--- src/rtl/sha256_kt_seq.sv ---
// sha256_kt_seq
// Walks the SHA-256 Kt constant BRAM once per 512-bit block: 7 leading zero
// slots, K[0..63], one trailing zero slot (72 reads per block). Blocks
// are issued back-to-back without bubbles. Round tags (valid, index, first,
// last, block index, done) are sent through a register delay line matching
// the BRAM read latency, so they line up with Kt at the BRAM output.
//
// Ports:
//   CLK        in   system clock, rising edge
//   rst        in   synchronous active-high reset
//   start      in   request, accepted when start & ready
//   n_blk      in   [3:0] number of blocks (0 treated as 1), sampled at accept
//   ready      out  high only while idle
//   kt_en      out  BRAM read enable
//   kt_t       out  [6:0] BRAM read address 0..71
//   kt_wr_en   out  BRAM dummy write enable, tied low
//   kt_wr_addr out  BRAM dummy write address, tied low
//   rnd_valid  out  Kt at BRAM output is K[rnd]
//   rnd        out  [5:0] round index
//   rnd_first  out  round 0 strobe
//   rnd_last   out  round 63 strobe
//   blk_idx    out  [3:0] block index of the current round
//   done       out  pulse with rnd_last of the final block
module sha256_kt_seq #(
   parameter int N_SLOTS   = 72,
   parameter int PRE_SLOTS = 7,
   parameter int RD_LAT    = 2
) (
   input  logic       CLK,
   input  logic       rst,
   input  logic       start,
   input  logic [3:0] n_blk,
   output logic       ready,
   output logic       kt_en,
   output logic [6:0] kt_t,
   output logic       kt_wr_en,
   output logic       kt_wr_addr,
   output logic       rnd_valid,
   output logic [5:0] rnd,
   output logic       rnd_first,
   output logic       rnd_last,
   output logic [3:0] blk_idx,
   output logic       done
);

   localparam logic [1:0] ST_IDLE  = 2'd0;
   localparam logic [1:0] ST_RUN   = 2'd1;
   localparam logic [1:0] ST_DRAIN = 2'd2;

   localparam logic [6:0] T_LAST   = 7'(N_SLOTS - 1);
   localparam logic [6:0] T_FIRST  = 7'(PRE_SLOTS);
   localparam logic [6:0] T_KLAST  = 7'(PRE_SLOTS + 63);

   localparam int         DCW      = (RD_LAT > 1) ? $clog2(RD_LAT) : 1;
   localparam logic [DCW-1:0] D_LAST = DCW'(RD_LAT - 1);

   // tag layout: {valid, first, last, done, rnd[5:0], blk[3:0]}
   localparam int TAG_W = 14;

   logic [1:0]       state_r,       state_s;
   logic             ready_r,       ready_s;
   logic             kt_en_r,       kt_en_s;
   logic [6:0]       kt_t_r,        kt_t_s;
   logic [3:0]       blk_r,         blk_s;
   logic [3:0]       blocks_left_r, blocks_left_s;
   logic [DCW-1:0]   drain_cnt_r,   drain_cnt_s;

   logic             valid_i_s;
   logic [6:0]       rnd_diff_s;
   logic [5:0]       rnd_i_s;
   logic [3:0]       blk_i_s;
   logic             first_i_s;
   logic             last_i_s;
   logic             done_i_s;
   logic [TAG_W-1:0] tag_i_s;
   logic [TAG_W-1:0] tag_pipe_r [RD_LAT];
   logic [TAG_W-1:0] tag_out_s;

   // Next-state logic for the sequencer FSM and its counters
   always_comb begin
      state_s       = state_r;
      kt_t_s        = kt_t_r;
      blk_s         = blk_r;
      blocks_left_s = blocks_left_r;
      drain_cnt_s   = drain_cnt_r;
      case (state_r)
         ST_IDLE: begin
            if (start) begin
               state_s       = ST_RUN;
               kt_t_s        = 7'd0;
               blk_s         = 4'd0;
               blocks_left_s = (n_blk == 4'd0) ? 4'd0 : (n_blk - 4'd1);
            end else begin
               kt_t_s        = 7'd0;
            end
         end
         ST_RUN: begin
            if (kt_t_r == T_LAST) begin
               kt_t_s = 7'd0;
               if (blocks_left_r != 4'd0) begin
                  // next block follows immediately, no bubble
                  blocks_left_s = blocks_left_r - 4'd1;
                  blk_s         = blk_r + 4'd1;
               end else begin
                  state_s     = ST_DRAIN;
                  drain_cnt_s = '0;
               end
            end else begin
               kt_t_s = kt_t_r + 7'd1;
            end
         end
         ST_DRAIN: begin
            // wait out the BRAM latency so the final reads land
            if (drain_cnt_r == D_LAST) begin
               state_s = ST_IDLE;
            end else begin
               drain_cnt_s = drain_cnt_r + DCW'(1);
            end
         end
         default: begin
            state_s = ST_IDLE;
            kt_t_s  = 7'd0;
         end
      endcase
      ready_s = (state_s == ST_IDLE);
      kt_en_s = (state_s == ST_RUN);
   end

   // FSM and address/counter registers
   always_ff @(posedge CLK) begin
      if (rst) begin
         state_r       <= ST_IDLE;
         ready_r       <= 1'b1;
         kt_en_r       <= 1'b0;
         kt_t_r        <= 7'd0;
         blk_r         <= 4'd0;
         blocks_left_r <= 4'd0;
         drain_cnt_r   <= '0;
      end else begin
         state_r       <= state_s;
         ready_r       <= ready_s;
         kt_en_r       <= kt_en_s;
         kt_t_r        <= kt_t_s;
         blk_r         <= blk_s;
         blocks_left_r <= blocks_left_s;
         drain_cnt_r   <= drain_cnt_s;
      end
   end

   // Issue-side round tags for the address currently driven to the BRAM
   always_comb begin
      valid_i_s  = kt_en_r && (kt_t_r >= T_FIRST) && (kt_t_r <= T_KLAST);
      rnd_diff_s = kt_t_r - T_FIRST;
      // index and block are zeroed off-round so nothing stale leaks out
      if (valid_i_s) begin
         rnd_i_s = rnd_diff_s[5:0];
         blk_i_s = blk_r;
      end else begin
         rnd_i_s = 6'd0;
         blk_i_s = 4'd0;
      end
      first_i_s = valid_i_s && (rnd_i_s == 6'd0);
      last_i_s  = valid_i_s && (rnd_i_s == 6'd63);
      // blocks_left is still 0 at round 63 of the final block
      done_i_s  = last_i_s && (blocks_left_r == 4'd0);
      tag_i_s   = {valid_i_s, first_i_s, last_i_s, done_i_s, rnd_i_s, blk_i_s};
   end

   // Tag delay line matching the BRAM read latency
   always_ff @(posedge CLK) begin
      if (rst) begin
         for (int i = 0; i < RD_LAT; i++) begin
            tag_pipe_r[i] <= '0;
         end
      end else begin
         tag_pipe_r[0] <= tag_i_s;
         for (int i = 1; i < RD_LAT; i++) begin
            tag_pipe_r[i] <= tag_pipe_r[i-1];
         end
      end
   end

   assign tag_out_s  = tag_pipe_r[RD_LAT-1];

   assign ready      = ready_r;
   assign kt_en      = kt_en_r;
   assign kt_t       = kt_t_r;
   assign kt_wr_en   = 1'b0;
   assign kt_wr_addr = 1'b0;
   assign rnd_valid  = tag_out_s[13];
   assign rnd_first  = tag_out_s[12];
   assign rnd_last   = tag_out_s[11];
   assign done       = tag_out_s[10];
   assign rnd        = tag_out_s[9:4];
   assign blk_idx    = tag_out_s[3:0];

endmodule

--- config.mk ---
export PLATFORM = sky130hd
export DESIGN_NAME = sha256_kt_seq
export DESIGN_NICKNAME = d
export VERILOG_FILES = /design/src/rtl/sha256_kt_seq.sv
export SDC_FILE = /design/constraint.sdc
export NUM_CORES = 1
export LEC_CHECK = 0
export BUFFER_PORTS_ARGS = -buffer_cell sky130_fd_sc_hd__buf_2
export CAP_MARGIN = 10
export CORE_MARGIN = 1
export CORE_UTILIZATION = 52
export DETAILED_ROUTE_END_ITERATION = 8
export GPL_ROUTABILITY_DRIVEN = 0
export PLACE_DENSITY = 0.81
export SYNTH_ARGS = -nofsm -noshare
export SYNTH_HDL_FRONTEND = slang
export SYNTH_SLANG_ARGS = --single-unit
--- constraint.sdc ---
create_clock -name CLK -period 3.79 [get_ports CLK]
set_clock_uncertainty 0.05 [all_clocks]
set_input_delay 0.758 -clock CLK [delete_from_list [all_inputs] [get_ports CLK]]
set_output_delay 0.758 -clock CLK [all_outputs]
set_load 0.02 [all_outputs]
Word level (Yosys, flattened, before mapping)
Memories as Yosys holds them, arrays and structs flattened.
Index checks and enable logic that the tools add are counted.
{"block": "totals", "regBits": 20, "latchBits": 0, "ramBits": 28, "rom_bits": 0, "inputBits": 7, "out_inout_bits": 25, "memories": 1}
{"block": "classes", "n_addsub": 6, "multipliers": 0, "div_mod_pow": 0, "order_cmp": 2, "n_eq_ne": 9, "shift": 0, "muxes": 27, "n_bitwise": 2, "reduce_logical": 15}
{"memory": "tag_pipe_r", "words": 2, "word_bits": 14, "rd": 2, "rd_ports_with_merged_regs": 0, "write_ports": 2, "line": "76", "rtl": "logic [TAG_W-1:0] tag_pipe_r [RD_LAT];"}
{"op": "2-to-1 mux 4 bit", "count": 8}
{"op": "2-to-1 mux 14 bit", "count": 2}
{"op": "one-hot mux 4 bit (2 select lines)", "count": 2}
{"op": "one-hot mux 7 bit (2 select lines)", "count": 1}
{"op": "logical NOT 4 bit", "count": 2}
{"op": "2-to-1 mux 2 bit", "count": 4}
{"op": "!= test 2 bit, second input constant", "count": 4}
{"op": "subtractor 4 x 1 -> 4 bit, second input constant", "count": 2}
{"op": "adder 7 x 1 -> 7 bit, second input constant", "count": 1}
{"op": "== test 7 bit, second input constant", "count": 1}
{"op": ">= comparator 7 x 3 -> 1 bit, second input constant", "count": 1}
{"op": "<= comparator 7 bit, second input constant", "count": 1}
{"op": "2-to-1 mux 7 bit", "count": 1}
{"op": "== test 6 bit, second input constant", "count": 1}
{"op": "logical NOT 6 bit", "count": 1}
{"op": "2-to-1 mux 1 bit", "count": 6}
{"op": "2-to-1 mux 6 bit", "count": 1}
{"op": "one-hot mux 2 bit (3 select lines)", "count": 1}
{"op": "subtractor 6 x 3 -> 6 bit, second input constant", "count": 1}
{"op": "logical AND 1 bit", "count": 5}
{"op": "adder 4 x 1 -> 4 bit, second input constant", "count": 1}
{"op": "== test 2 x 1 -> 1 bit, second input constant", "count": 2}
{"op": "logical NOT 2 bit", "count": 2}
{"op": "AND reduction 4 bit", "count": 1}
{"op": "7 further kinds", "count": 9}

Logic depth before layout (Yosys ltp)
{"block": "logic_depth", "depth_word": 8, "ltp_mapped": 7, "depth_no_buf": 6}

Worst setup path after synthesis
No wires, ideal clock.
{"block": "synth_path", "path_kind": "flip-flop to flip-flop", "startpoint": "reg kt_t_r[0], in the netlist kt_t[0]", "endpoint": "reg kt_t_r[6], in the netlist kt_t[6]", "t_arrival_ns": 1.905, "required_ns": 3.678, "slack_ns": 1.773, "stages_incl_launch_ff": 7, "n_path_buf": 1, "synth_period_minus_slack_ns": 2.017, "path_cell_list": "dfxtp_1 -> ha_1 -> clkbuf_1 -> nand2_1 -> or3_1 -> or4_1 -> nand3_1"}
{"block": "synth_between", "elab_chain_len": 3}
{"item": "start: declaration", "line": "63", "rtl": "logic [6:0] kt_t_r, kt_t_s;"}
{"item": "start signal: assignment", "line": "143", "rtl": "kt_t_r <= kt_t_s;"}
{"item": "adder 7 x 1 -> 7 bit / == test 7 bit (equally long branches)", "line": "109, 98"}
{"item": "2-to-1 mux 7 bit (*)", "line": "98", "rtl": "if (kt_t_r == T_LAST) begin"}
{"item": "one-hot mux 7 bit (2 select lines) (*)", "line": "86", "rtl": "case (state_r)"}
Mark *: on every way between the ends. The rest lies on a longest branch, timed or not.
A chain may end at the register's enable or synchronous reset.

Worst setup path after layout
{"block": "layout_path", "startpoint": "reg blocks_left_r[0]", "endpoint": "reg blocks_left_r[0]"}
{"block": "layout_between", "elab_chain_len": 4}
{"item": "start: declaration", "line": "65", "rtl": "logic [3:0] blocks_left_r, blocks_left_s;"}
{"item": "start signal: assignment", "line": "145", "rtl": "blocks_left_r <= blocks_left_s;"}
{"item": "subtractor 4 x 1 -> 4 bit", "line": "102", "rtl": "blocks_left_s = blocks_left_r - 4'd1;"}
{"item": "2-to-1 mux 4 bit", "line": "100", "rtl": "if (blocks_left_r != 4'd0) begin"}
{"item": "2-to-1 mux 4 bit", "line": "98"}
{"item": "one-hot mux 4 bit (2 select lines)", "line": "86"}
Parallel ways exist; a longest one is shown, timed or not. The select of a mux whose other input is x is not followed.

==> flow_summary_export.csv <==
group,metric,value,unit
placed_design,place_hpwl,2.45,mm
clocking,clk_path_buf_depth,2,
timing,maxSlewHeadroom,59.4,%
worst_setup_path,r2r_start,"blocks_left_r[0]",
floorplan,pin_count,32,
clocking,cts_buffers,5,
finish,final_core_util,59.5,%
global_routing,grt.total_usage,19.6,%
logic_synthesis,synth_area,2110,µm²
global_routing,grt_pass1_wl,6.30,mm
floorplan,die_w,65.7,µm
clocking,cts_setup_buffers,0,
worst_setup_path,critPathBufInv,1,
clocking,htree_levels,2,
floorplan,rows,22,
finish,areaGrowthSynthToFinish,6.22,%
worst_setup_path,cp_max_fo,7,
global_routing,grt_max_degree,37,
floorplan,die_y,65.7,µm
power_and_ir_drop,leakagePower,0.931,nW
worst_setup_path,critPathTopFamily,"simple AND/OR/NAND/NOR gates",
route,first_pass_iters,5,
worst_setup_path,endpoint_kind,"register",
placed_design,numPortBuffers,29,
clocking,clkLatencyLatePin,0.30,ns
route,drc,0,
clocking,cts_hold_buf,0,
clocking,cts_sinks,48,
timing,setup_slack,1.69,ns
worst_setup_path,crit_path_start,"blocks_left_r[0]",
logic_synthesis,synth_edf_count,0,
floorplan,core,3770,µm²
run_status,status,"finished clean",
worst_setup_path,max_stage_delay,0.49,ns
finish,multi_input_area,915,µm²
logic_synthesis,ys_ff_latch,48,
clocking,cts-root-buf,"clkbuf_8",
finish,fill_cells,343,
worst_setup_path,worst_ep_arrival_time,2.29,ns
route,drtAntennaViolNets,0,
timing,hold_viol,0,
power_and_ir_drop,vdd_ir_drop_max,0.000199,V
route,drt_wl_total,3.58,mm
clocking,clk_pin_slew_worst_paths,0.09,ns
logic_synthesis,syn_area_per_cell,9.18,µm²
logic_synthesis,synth_area_leader_cell,"dfxtp_1",
worst_setup_path,worstPathCellList,"inv_1, ha_1, and4bb_4, or3_1, or4_1, a31oi_1",
route,post_drt_wl_per_cell,12.3,µm
clocking,post_cts_resized,0,
timing,fmax,475,MHz
power_and_ir_drop,finalPower,1.06,mW
route,via_per_inst,5.43,
global_routing,antenna_found_initial,0,
timing,setup_viol,0,
min_path,min_from,"tag_pipe_r[0][5]",
worst_setup_path,critical_path_class,"register to register",
timing,fin_crit,2.10,ns
timing,tightest_slew,0.604,ns
route,drt_first_iter_violations,89,
timing,post-route-period-util,55.5,%
finish,seq_area,961,µm²
route,vias,1575,
timing,finalSetupTns,0,ns
global_routing,first_global_vias,1422,
floorplan,initial_utilization,56.0,%
clocking,tritoncts,"yes",
logic_synthesis,ys_async_sr_fraction,0,%
placed_design,place_ws,1.57,ns
worst_setup_path,slowest_stage,"or4_1",
run,cap_violations,0,
worst_setup_path,worstSetupStartpointType,"register",
timing,rsz0062_at_grt,"false",
timing,drv_slew,0,
logic_synthesis,ys.flop_type,"dfxtp_1",
finish,drive_above_1_share,17.8,%
floorplan,dieArea,4320,µm²
finish,finalNetCount,252,
logic_synthesis,synth_cell_types,47,
logic_synthesis,seq_area_frac_synth,45.5,%
global_routing,grt_overflow,0,
worst_setup_path,required,3.98,ns
min_path,hp-class,"register to register",
logic_synthesis,synthTopCellsByArea,"dfxtp_1 (45%), nor2b_1 (5.0%), buf_4 (4.3%)",
finish,antennaDiodeCount,0,
logic_synthesis,synthCells,230,
logic_synthesis,yosys.area.top_type_share,45.5,%
logic_synthesis,ys_warn_count,0,
power_and_ir_drop,power_density,470,nW/µm²
-- cell usage after synthesis, drive strengths merged (7+ instances only) --
| cell | count |
|---|---|
| dfxtp | 48 |
| nor2 | 22 |
| buf | 18 |
| nor2b | 17 |
| a21oi | 12 |
| nor3 | 11 |
| inv | 9 |
| nand3 | 9 |
| nand2 | 8 |
| o21ai | 8 |
| clkbuf | 7 |
-- cell families (layout without fill, tap and decap cells) --
family | count (synthesis) | in the layout | share of synthesized area (%)
adder cells (fa/ha/maj) | 4 | 4 | 2.37
flip-flops | 48 | 48 | 45.5
AO/OA/AOI/OAI | 42 | 42 | 13.6
AND/OR/NAND/NOR | 91 | 91 | 23.5
multiplexers | 3 | 3 | 1.42
buffers and inverters | 36 | 47 | 11.4
other | 1 | 2 | 0.178
XOR/XNOR | 5 | 5 | 2.07
-- cell usage in the layout (no fill, tap or decap), types with 3 or more instances in the layout --
cell type,instances
dfxtp_1,48
buf_2,29
nor2_1,22
nor2b_1,17
a21oi_1,11
nor3_1,10
inv_1,9
nand3_1,9
nand2_1,8
o21ai_0,7
clkbuf_8,6
nand4_1,4
or3_1,4
a211oi_1,4
xnor2_1,4
ha_1,4
nand2b_1,3
mux2i_1,3
a311oi_1,3
-- state kept, by name, indices dropped and copies added (netlist names) --
signal,flops
ready,1
kt_t,7
tag_pipe_r,28
drain_cnt_r,1
state_r,2
blocks_left_r,4
blk_r,4
kt_en,1
-- through the flow --
stage | std cells | instance area [µm²] | hold slack [ns]
2_1_floorplan | 231 | 2120 | 0.364
3_3_place_gp | 282 | 2120 | 0.372
3_5_place_dp | 282 | 2120 | 0.375
4_1_cts | 290 | 2240 | 0.395
5_1_grt | 290 | 2240 | 0.410
6_report | 290 | 2240 | 0.387
-- per-layer routing --
metal	GRT usage, %	wire length, µm	vias to the layer above
met5	0	0	-
met2	30.2	1660	46
li1	-	-	806
met4	10.3	56	0
met1	24.2	1680	717
met3	5.90	186	6
-- path summary, 6_finish.rpt --
| check | endpoint | slack (ns) | cells after the start |
|---|---|---|---|
| worst max-delay path | blocks_left_r[0] | 1.69 | 6 |
| worst min-delay path | tag_pipe_r[0][19] | 0.39 | 1 |
| worst min register to register | tag_pipe_r[0][19] | 0.39 | 1 |
| worst max register to register | blocks_left_r[0] | 1.69 | 6 |
-- cell type report --
type / instances / area share, %
tap: 48 / 2.68
multi-input combinational: 147 / 40.8
sequential: 48 / 42.8
inverter: 9 / 1.51
clock inverter: 2 / 1.73
timing repair buffer: 30 / 6.80
clock buffer: 6 / 3.68
-- power breakdown --
group          total (mW)  internal (mW)  switching [mW]
sequential          0.536          0.519          0.0164
clock               0.385          0.216           0.170
combinational       0.135         0.0513          0.0833
total                1.06          0.786           0.269
Power figures use the tool's default switching activity.
